File: src/rtl/ram_port_arbiter.sv
// Shares one simple dual-port RAM between two masters with independent round-robin write/read arbitration.
// Define RAM_PORT_ARBITER_INIT_EN to scrub every location with INIT_VALUE after reset.
module ram_port_arbiter #(
  parameter int DATA_WIDTH = 8,
  parameter int ADDR_WIDTH = 6,
  parameter logic [DATA_WIDTH-1:0] INIT_VALUE = '0
) (
  input  logic                  clk,
  input  logic                  rst,
  input  logic                  m0_req,
  input  logic                  m0_we,
  input  logic [ADDR_WIDTH-1:0] m0_addr,
  input  logic [DATA_WIDTH-1:0] m0_wdata,
  output logic                  m0_gnt,
  output logic                  m0_rvalid,
  output logic [DATA_WIDTH-1:0] m0_rdata,
  input  logic                  m1_req,
  input  logic                  m1_we,
  input  logic [ADDR_WIDTH-1:0] m1_addr,
  input  logic [DATA_WIDTH-1:0] m1_wdata,
  output logic                  m1_gnt,
  output logic                  m1_rvalid,
  output logic [DATA_WIDTH-1:0] m1_rdata,
  output logic                  busy,
  output logic                  ram_we,
  output logic [ADDR_WIDTH-1:0] ram_write_addr,
  output logic [DATA_WIDTH-1:0] ram_data,
  output logic [ADDR_WIDTH-1:0] ram_read_addr,
  input  logic [DATA_WIDTH-1:0] ram_q
);

  logic                  arb_en;
  logic                  wr_c0, wr_c1, rd_c0, rd_c1;
  logic                  wg0, wg1, rg0, rg1;
  // Last-grantee pointers: 1 means m1 was served last, so m0 wins the next tie.
  logic                  wr_last_q, rd_last_q;
  logic                  m0_rvalid_q, m1_rvalid_q;
  logic [ADDR_WIDTH-1:0] rd_addr_q;

`ifdef RAM_PORT_ARBITER_INIT_EN
  typedef enum logic {ST_INIT, ST_RUN} state_t;
  state_t                state_q, state_d;
  logic [ADDR_WIDTH-1:0] cnt_q, cnt_d;
  logic                  sweep;

  always_ff @(posedge clk) begin
    if (rst) begin
      state_q <= ST_INIT;
      cnt_q   <= '0;
    end else begin
      state_q <= state_d;
      cnt_q   <= cnt_d;
    end
  end

  always_comb begin
    state_d = state_q;
    cnt_d   = cnt_q;
    if (state_q == ST_INIT) begin
      cnt_d = cnt_q + 1'b1;
      if (cnt_q == {ADDR_WIDTH{1'b1}}) state_d = ST_RUN;
    end
  end

  assign busy   = (state_q == ST_INIT);
  assign sweep  = busy && !rst;
  assign arb_en = (state_q == ST_RUN) && !rst;
`else
  logic unused_init;
  assign unused_init = ^INIT_VALUE;
  assign busy        = 1'b0;
  assign arb_en      = !rst;
`endif

  always_comb begin
    wr_c0 = m0_req && m0_we;
    wr_c1 = m1_req && m1_we;
    rd_c0 = m0_req && !m0_we;
    rd_c1 = m1_req && !m1_we;
    wg0   = arb_en && wr_c0 && (!wr_c1 || wr_last_q);
    wg1   = arb_en && wr_c1 && (!wr_c0 || !wr_last_q);
    rg0   = arb_en && rd_c0 && (!rd_c1 || rd_last_q);
    rg1   = arb_en && rd_c1 && (!rd_c0 || !rd_last_q);

    ram_we         = 1'b0;
    ram_write_addr = m0_addr;
    ram_data       = m0_wdata;
`ifdef RAM_PORT_ARBITER_INIT_EN
    if (sweep) begin
      ram_we         = 1'b1;
      ram_write_addr = cnt_q;
      ram_data       = INIT_VALUE;
    end else
`endif
    if (wg1) begin
      ram_we         = 1'b1;
      ram_write_addr = m1_addr;
      ram_data       = m1_wdata;
    end else if (wg0) begin
      ram_we = 1'b1;
    end

    // The RAM samples its read address on the edge, so the grant drives it directly.
    if (rg0)      ram_read_addr = m0_addr;
    else if (rg1) ram_read_addr = m1_addr;
    else          ram_read_addr = rd_addr_q;
  end

  assign m0_gnt    = wg0 || rg0;
  assign m1_gnt    = wg1 || rg1;
  assign m0_rvalid = m0_rvalid_q;
  assign m1_rvalid = m1_rvalid_q;
  assign m0_rdata  = ram_q;
  assign m1_rdata  = ram_q;

  always_ff @(posedge clk) begin
    if (rst) begin
      wr_last_q   <= 1'b1;
      rd_last_q   <= 1'b1;
      m0_rvalid_q <= 1'b0;
      m1_rvalid_q <= 1'b0;
    end else begin
      if (wg0 || wg1) wr_last_q <= wg1;
      if (rg0 || rg1) rd_last_q <= rg1;
      m0_rvalid_q <= rg0;
      m1_rvalid_q <= rg1;
    end
  end

  always_ff @(posedge clk) begin
    if (rg0 || rg1) rd_addr_q <= ram_read_addr;
  end

endmodule

File: config.mk
export PLATFORM = sky130hd
export DESIGN_NAME = ram_port_arbiter
export DESIGN_NICKNAME = d
export VERILOG_FILES = /design/src/rtl/ram_port_arbiter.sv
export SDC_FILE = /design/constraint.sdc
export NUM_CORES = 1
export LEC_CHECK = 0
export ABC_AREA = 0
export ABC_CLOCK_PERIOD_IN_PS = 1900
export CORE_ASPECT_RATIO = 1.5
export CORE_UTILIZATION = 28
export CTS_CLUSTER_DIAMETER = 200
export DETAILED_ROUTE_END_ITERATION = 10
export PLACE_DENSITY = 0.82
export REMOVE_ABC_BUFFERS = 1
export SYNTH_ARGS = -nofsm -noshare
export SYNTH_HDL_FRONTEND = slang
export SYNTH_SLANG_ARGS = --single-unit
File: constraint.sdc
create_clock -name clk -period 1.9 [get_ports clk]
set_input_delay 0.475 -clock clk [delete_from_list [all_inputs] [get_ports clk]]
set_output_delay 0.475 -clock clk [all_outputs]
set_load 0.03 [all_outputs]
Yosys cells after proc, flatten, opt, wreduce, memory -nomap -nowiden

Cells that the tools add are included.
Widths: inputs -> output; s select.

Muxes and demuxes: 6
Reduce and logical (&&, ||, !) cells: 29

Operator list:

| operator          | count |
|---|---|
| $mux 6            | 3 |
| $logic_and 1x1->1 | 12 |
| $logic_not 1->1   | 9 |
| $logic_or 1x1->1  | 8 |
| $mux 8            | 1 |
| $mux 1            | 2 |

Output and inout port bits: 42
Bits in registers: 10
Input bits: 42
Logic and storage cells: 40

Logic depth before layout (Yosys ltp)

Gate-level depths: netlist of run 1.

Word-level depth: 7
Mapped depth: 6
Mapped depth without buffers: 4

Worst setup path before layout of run 1

No wires, ideal clock.

Kind: input port to output port
From: input port rst
To: output port ram_read_addr[0]
Required time: 1.425 ns
Arrival time: 1.827 ns
Path slack: -0.402 ns
Stages: 4
Buffers on the path: 1
Path through: or3b_1 > buf_6 > o32a_2 > a2bb2oi_1

Word-level cells in the longest chain between the ends: 5
Elaborated cells between the ends (all ways): 7
Classes of those cells: mux: 2; reduce/logical: 5

Ends and longest elaborated chain:

| item                            | RTL line | text |
|---|---|---|
| start, declared                 | 9        | `input logic rst,` |
| $logic_not 1->1 *               | 72       | `assign arb_en = !rst;` |
| $logic_and 1x1->1 (2 in series) | 83       | `rg1 = arb_en && rd_c1 && (!rd_c0 \|\| !rd_last_q);` |
| $mux 6                          | 105      | `else if (rg1) ram_read_addr = m1_addr;` |
| $mux 6 *                        | 104      | `if (rg0) ram_read_addr = m0_addr;` |
| end, declared                   | 28       | `output logic [ADDR_WIDTH-1:0] ram_read_addr,` |

Every way passes the cells marked *; elsewhere a longest branch is shown, timed or not.

Worst setup path after layout of run 1

From: input port rst
To: output port ram_read_addr[2]

Same word-level chain as after synthesis.

==> results.json, run 1 <==
{
  "drv_slew": 0,
  "die_area_mm2": 0.00348,
  "dpl.cell_count": 176,
  "cts_buffers": 3,
  "cpMaxStageDelayCell": "or3b_4",
  "chipHeight_um": 71.8,
  "start_util": 0.290,
  "post-route-min-period_ns": 2.23,
  "synthDistinctLibCells": 24,
  "drive_gt1_frac": 0.591,
  "critPathTopFamily": "compound AO/OA/AOI/OAI gates",
  "final.setup.tns_ns": -5.07,
  "max_stage_delay_ns": 0.41,
  "syn_inst": 93,
  "final_util": 0.582,
  "synth_top_family_by_area": "buffers and inverters",
  "path_cells": "buf_8 -> or3b_4 -> buf_6 -> o32a_4 -> a2bb2oi_4 -> buf_6",
  "multi_input_area_um2": 664,
  "syn_avg_cell_area_um2": 9.77,
  "crit_buf_inv": 3,
  "skew_ns": 0.00773,
  "finalSetupViolCount": 22,
  "fin_nets": 197,
  "cts_max_level": 1,
  "critical_path.max_fanout": 7,
  "crit_required_ns": 1.42,
  "internal-power_uw": 632,
  "grt_setup_unrepaired": "yes",
  "place_ws_ns": -0.802,
  "hold_viol": 0,
  "ys_warn_count": 0,
  "register_area_um2": 260,
  "status": "finished, violations left",
  "synth_compound_area_frac": 0.225,
  "final_cells": 194,
  "critPathArrivalTime_ns": 1.76,
  "netSwitchingFraction": 0.322,
  "io_buffers": 58,
  "synth_xor_area_frac": 0,
  "max_freq_ghz": 0.448,
  "pwr-share-seq": 0.272,
  "muxShareOfSynthArea": 0.174,
  "gp_congestion": 0.760,
  "wl_um": 3590,
  "worstSetupEndpointType": "output pin",
  "dieWidth_um": 48.5,
  "mostFrequentLayoutCells": "clkdlybuf4s50_1 (30), buf_6 (24), buf_4 (23)",
  "grtUsageTotal": 0.208,
  "core_area_mm2": 0.00313,
  "hp-class": "reg2reg",
  "cts_root_buf": "clkbuf_8",
  "first_pass_iters": 4,
  "grt_pass1_vias": 1097,
  "post-route-period-util": 1.18,
  "drt-wirelength-per-cell_um": 18.5,
  "grt_max_degree": 9,
  "combPwrFrac": 0.490,
  "clock_sinks": 10,
  "start_kind": "primary input",
  "synth_adder_area_share": 0,
  "path_clk_slew_ns": 0.05,
  "detail-route-antenna-nets": 0,
  "drcViolationCount": 0,
  "violations": "setup timing",
  "ir_worst_vdd_mv": 0.308,
  "netSwitchingPower_uw": 300,
  "cellPowerDensity_mw_per_mm2": 512,
  "pin_count": 84,
  "critPathMostFrequentCell": "buf_6",
  "p_leak_nw": 0.780,
  "synth-seq-cells": 10,
  "setup_slack_ns": -0.333,
  "std_cell_rows": 25,
  "n_fill_cell": 263,
  "gr-total-overflow": 0,
  "cts_tree": "done",
  "grt_pass1_wl_um": 5440,
  "ys_seq_area_frac": 0.287,
  "insertion_delay_ns": 0.23,
  "syn-cell-area_um2": 908,
  "antenna_found_initial": 0,
  "dp_hpwl_um": 2050,
  "layout_commonest_cell": "clkdlybuf4s50_1",
  "area_delta_synth_final_pct": 100,
  "cts.path.max_buffers": 2,
  "critPathKind": "in2out",
  "maxCapViolCount": 0,
  "clkPwrFrac": 0.239,
  "vias": 975,
  "antenna_cells": 0,
  "synth_simple_gate_area_frac": 0.0716,
  "via_per_inst": 5.03,
  "drt_iter0_drc": 16
}
## layout make-up
class | instances | area share
multi-input combinational | 54 | 0.365
timing repair buffer | 79 | 0.425
sequential | 10 | 0.143
inverter | 7 | 0.0144
tap | 40 | 0.0275
clock inverter | 1 | 0.00206
clock buffer | 3 | 0.0227
## Yosys cell counts
cell type,number,share of area
buf_4,18,0.15
a2bb2oi_2,1,0.017
clkbuf_1,3,0.012
conb_1,1,0.0041
o31ai_1,1,0.0083
a2bb2oi_1,5,0.048
o21ai_0,8,0.044
dfxtp_1,4,0.088
buf_6,4,0.050
a21oi_1,2,0.011
mux2_2,14,0.17
or2_1,1,0.0069
o32a_2,5,0.062
or3b_1,2,0.019
nand2_1,2,0.0083
nand2b_1,1,0.0069
and3b_1,1,0.0096
a311o_2,1,0.012
nor2_1,3,0.012
a211o_2,1,0.011
o32a_1,1,0.011
nor3b_1,1,0.0083
edfxtp_1,6,0.20
inv_1,7,0.029
## logic make-up after synthesis
family / after synthesis
flip-flops: 10
other: 1
AO/OA/AOI/OAI: 25
multiplexers: 14
buffers and inverters: 32
AND/OR/NAND/NOR: 11
## flip-flops by register name, indices dropped and copies added (netlist names)
register,count
rd_addr_q,6
rd_last_q,1
wr_last_q,1
m0_rvalid,1
m1_rvalid,1
## power by group through the flow
stage | clock, mW | sequential, mW | combinational, mW
after global placement | 0 | 0.254 | 0.331
after floorplan | 0 | 0.257 | 0.164
after global routing | 0.245 | 0.254 | 0.477
after detailed placement | 0 | 0.255 | 0.335
final | 0.222 | 0.253 | 0.456
after CTS | 0.231 | 0.252 | 0.407
## per-layer routing
metal,wire (um),track usage,up-vias
met5,0,0,-
met4,51,0.0980,0
met3,312,0.0934,6
met2,1970,0.366,74
met1,1260,0.209,451
li1,-,-,444
## per-stage QoR
stage               instance area [um2]  total power, mW  hold slack [ns]
global placement                   1370            0.585            0.478
detailed placement                 1370            0.590            0.481
floorplan                           717            0.421            0.463
CTS                                1690            0.890            0.551
finish                             1820            0.932            0.555
global route                       1820            0.976            0.591
## path summary, 6_finish.rpt
kind,startpoint,to,slack (ns),cells after the start
min reg2reg,wr_last_q,wr_last_q,0.56,1
max reg2reg,rd_last_q,rd_addr_q[0],0.32,6
max,rst,ram_read_addr[2],-0.33,6
min,wr_last_q,wr_last_q,0.56,1
## what timing repair did
action / CTS / global route
hold buffers: 0 / 0
gates resized for setup: 65 / 23
setup buffers: 9 / 2
pin swaps: 13 / 10
cloned: 3 / 0
endpoints found under the setup margin: 35 / 22
## worst reg2reg max path, stage by stage, from the launching register on
cell,delay (ns)
dfxtp_1,0.34
nor3b_2,0.28
buf_4,0.23
o32a_4,0.19
a2bb2oi_4,0.05
buf_4,0.13
buf_4,0.12
(Power assumes the default switching activity.)
==> run 2: changes to the inputs <==
--- a/config.mk
+++ b/config.mk
@@ -9,6 +9,7 @@
 export ABC_CLOCK_PERIOD_IN_PS = 1900
 export CORE_ASPECT_RATIO = 1.5
 export CORE_UTILIZATION = 28
+export CTS_BUF_LIST = sky130_fd_sc_hd__clkbuf_4
 export CTS_CLUSTER_DIAMETER = 200
 export DETAILED_ROUTE_END_ITERATION = 10
 export PLACE_DENSITY = 0.82
==> results.json, run 2 (same netlist as run 1, synthesis figures left out) <==
{
  "status": "finished, violations left",
  "violations": "setup timing",
  "whs_path_depth": 1,
  "path_cells": "buf_8 -> or3b_4 -> buf_6 -> o32a_4 -> a2bb2oi_4 -> buf_6",
  "hold_viol": 0,
  "hold_path_end": "wr_last_q",
  "grt_pass1_vias": 1100,
  "vias": 982,
  "antenna_found_initial": 0,
  "timing.rr.end": "rd_addr_q[0]",
  "max_stage_delay_ns": 0.40,
  "antenna_cells": 0,
  "maxCapViolCount": 0,
  "cpMaxStageDelayCell": "or3b_4",
  "std_cell_rows": 25,
  "cts.path.max_buffers": 2,
  "grtUsageTotal": 0.208,
  "grt_use_met1": 0.214,
  "grtUsageMet3": 0.0849,
  "pwr-share-seq": 0.292,
  "insertion_delay_ns": 0.27,
  "top_usage_layer": "met2",
  "drt-wirelength-per-cell_um": 18.3,
  "internal-power_uw": 566,
  "setup_slack_ns": -0.328,
  "die_area_mm2": 0.00348,
  "finalSetupViolCount": 22,
  "max_freq_ghz": 0.449,
  "chipHeight_um": 71.8,
  "dp_hpwl_um": 2050,
  "layout_commonest_cell": "clkdlybuf4s50_1",
  "fin_nets": 197,
  "post-route-period-util": 1.17,
  "clock_sinks": 10,
  "register_area_um2": 260,
  "hp-class": "reg2reg",
  "drv_slew": 0,
  "drive_gt1_frac": 0.591,
  "critPathKind": "in2out",
  "dieWidth_um": 48.5,
  "critical_path.max_fanout": 7,
  "critPathMostFrequentCell": "buf_6",
  "final.setup.tns_ns": -5.04,
  "detail-route-antenna-nets": 0,
  "cts_root_buf": "clkbuf_4",
  "p_total_uw": 863,
  "r2r_slack_ns": 0.34,
  "gr-total-overflow": 0,
  "area_delta_synth_final_pct": 98.2,
  "final_util": 0.576,
  "p_leak_nw": 0.772,
  "largest_reg_flops": 6,
  "skew_ns": 0.0119,
  "cts_buffers": 3,
  "first_pass_iters": 4,
  "ir_worst_vdd_mv": 0.257,
  "via_per_inst": 5.06,
  "start_kind": "primary input",
  "path_clk_slew_ns": 0.08,
  "drcViolationCount": 0,
  "cts_tree": "done",
  "clkPwrFrac": 0.180,
  "hp-start": "wr_last_q",
  "final_cells": 194,
  "pin_count": 84,
  "n_fill_cell": 267,
  "cts_max_level": 1,
  "combPwrFrac": 0.527,
  "start_util": 0.290,
  "netSwitchingFraction": 0.344,
  "rr_startpoint": "rd_last_q",
  "drt_iter0_drc": 27,
  "wl_um": 3550,
  "gr-usage-met2": 0.372,
  "core_area_mm2": 0.00313,
  "reg2reg_depth": 6,
  "cts-hold-fix-buffers": 0,
  "grt_pass1_wl_um": 5470,
  "crit_required_ns": 1.42,
  "critPathArrivalTime_ns": 1.75,
  "worstSetupEndpointType": "output pin",
  "grt_max_degree": 9,
  "fin_hold_ws_ns": 0.563,
  "dpl.cell_count": 176,
  "regMostFlops": "rd_addr_q",
  "netSwitchingPower_uw": 297,
  "post-route-min-period_ns": 2.23,
  "cellPowerDensity_mw_per_mm2": 479,
  "grt_setup_unrepaired": "yes",
  "io_buffers": 58,
  "gp_congestion": 0.760,
  "multi_input_area_um2": 664,
  "mostFrequentLayoutCells": "clkdlybuf4s50_1 (30), buf_6 (24), buf_4 (23)"
}
[run 2: repair_timing]
item / CTS / global route
hold endpoints to repair: 0 / 0
cloned: 3 / 0
resized for setup: 65 / 23
endpoints found under the setup margin: 35 / 22
pin swaps: 13 / 10
setup buffers: 9 / 2
[run 2: worst max-delay path by stage]
stage,from,endpoint,slack (ns),cells after the start
floorplan,rst,ram_read_addr[0],-0.45,3
global placement,m1_req,ram_read_addr[0],-0.80,6
detailed placement,m1_req,ram_read_addr[2],-0.80,6
CTS,m1_we,ram_read_addr[1],-0.39,6
global route,rst,ram_read_addr[0],-0.36,7
finish,rst,ram_read_addr[2],-0.33,6
[run 2: area by class of cell]
class	count	share of cell area
multi-input combinational	54	0.369
tap	40	0.0278
clock buffer	3	0.0125
clock inverter	1	0.00208
timing repair buffer	79	0.429
sequential	10	0.145
inverter	7	0.0146
[run 2: critical path, delay by kind of cell]
family,cells,cell delay [ns]
compound gates,2,0.47
buf+inv,3,0.40
simple gates,1,0.40
[run 2: stage by stage]
stage          cell area (um2)  setup WS [ns]
2_1_floorplan              717         -0.454
3_3_place_gp              1370         -0.802
3_5_place_dp              1370         -0.802
4_1_cts                   1670         -0.389
5_1_grt                   1800         -0.364
6_report                  1800         -0.328
[run 2: power by group through the flow]
stage / registers (mW) / logic, mW / clock network, mW
floorplan: 0.257 / 0.164 / 0
CTS: 0.251 / 0.407 / 0.162
global placement: 0.254 / 0.331 / 0
global route: 0.254 / 0.477 / 0.170
finish: 0.252 / 0.455 / 0.155
detailed placement: 0.255 / 0.335 / 0
[run 2: layer usage]
metal  vias to the layer above  share of wire
met2                        81           0.55
met1                       453           0.35
met4                         0         0.0048
met3                         2          0.093
met5                         -              0
li1                        446              -
==> run 3: changes to the inputs <==
--- a/config.mk
+++ b/config.mk
@@ -9,11 +9,12 @@
 export ABC_CLOCK_PERIOD_IN_PS = 1900
 export CORE_ASPECT_RATIO = 1.5
 export CORE_UTILIZATION = 28
-export CTS_BUF_LIST = sky130_fd_sc_hd__clkbuf_4
+export CTS_BUF_LIST = sky130_fd_sc_hd__clkbuf_4 sky130_fd_sc_hd__clkbuf_8 sky130_fd_sc_hd__clkbuf_16
 export CTS_CLUSTER_DIAMETER = 200
 export DETAILED_ROUTE_END_ITERATION = 10
 export PLACE_DENSITY = 0.82
 export REMOVE_ABC_BUFFERS = 1
+export SLEW_MARGIN = 20
 export SYNTH_ARGS = -nofsm -noshare
 export SYNTH_HDL_FRONTEND = slang
 export SYNTH_SLANG_ARGS = --single-unit
==> results of run 3 <==
The final DEF is identical to that of run 1; final timing and power are the same.
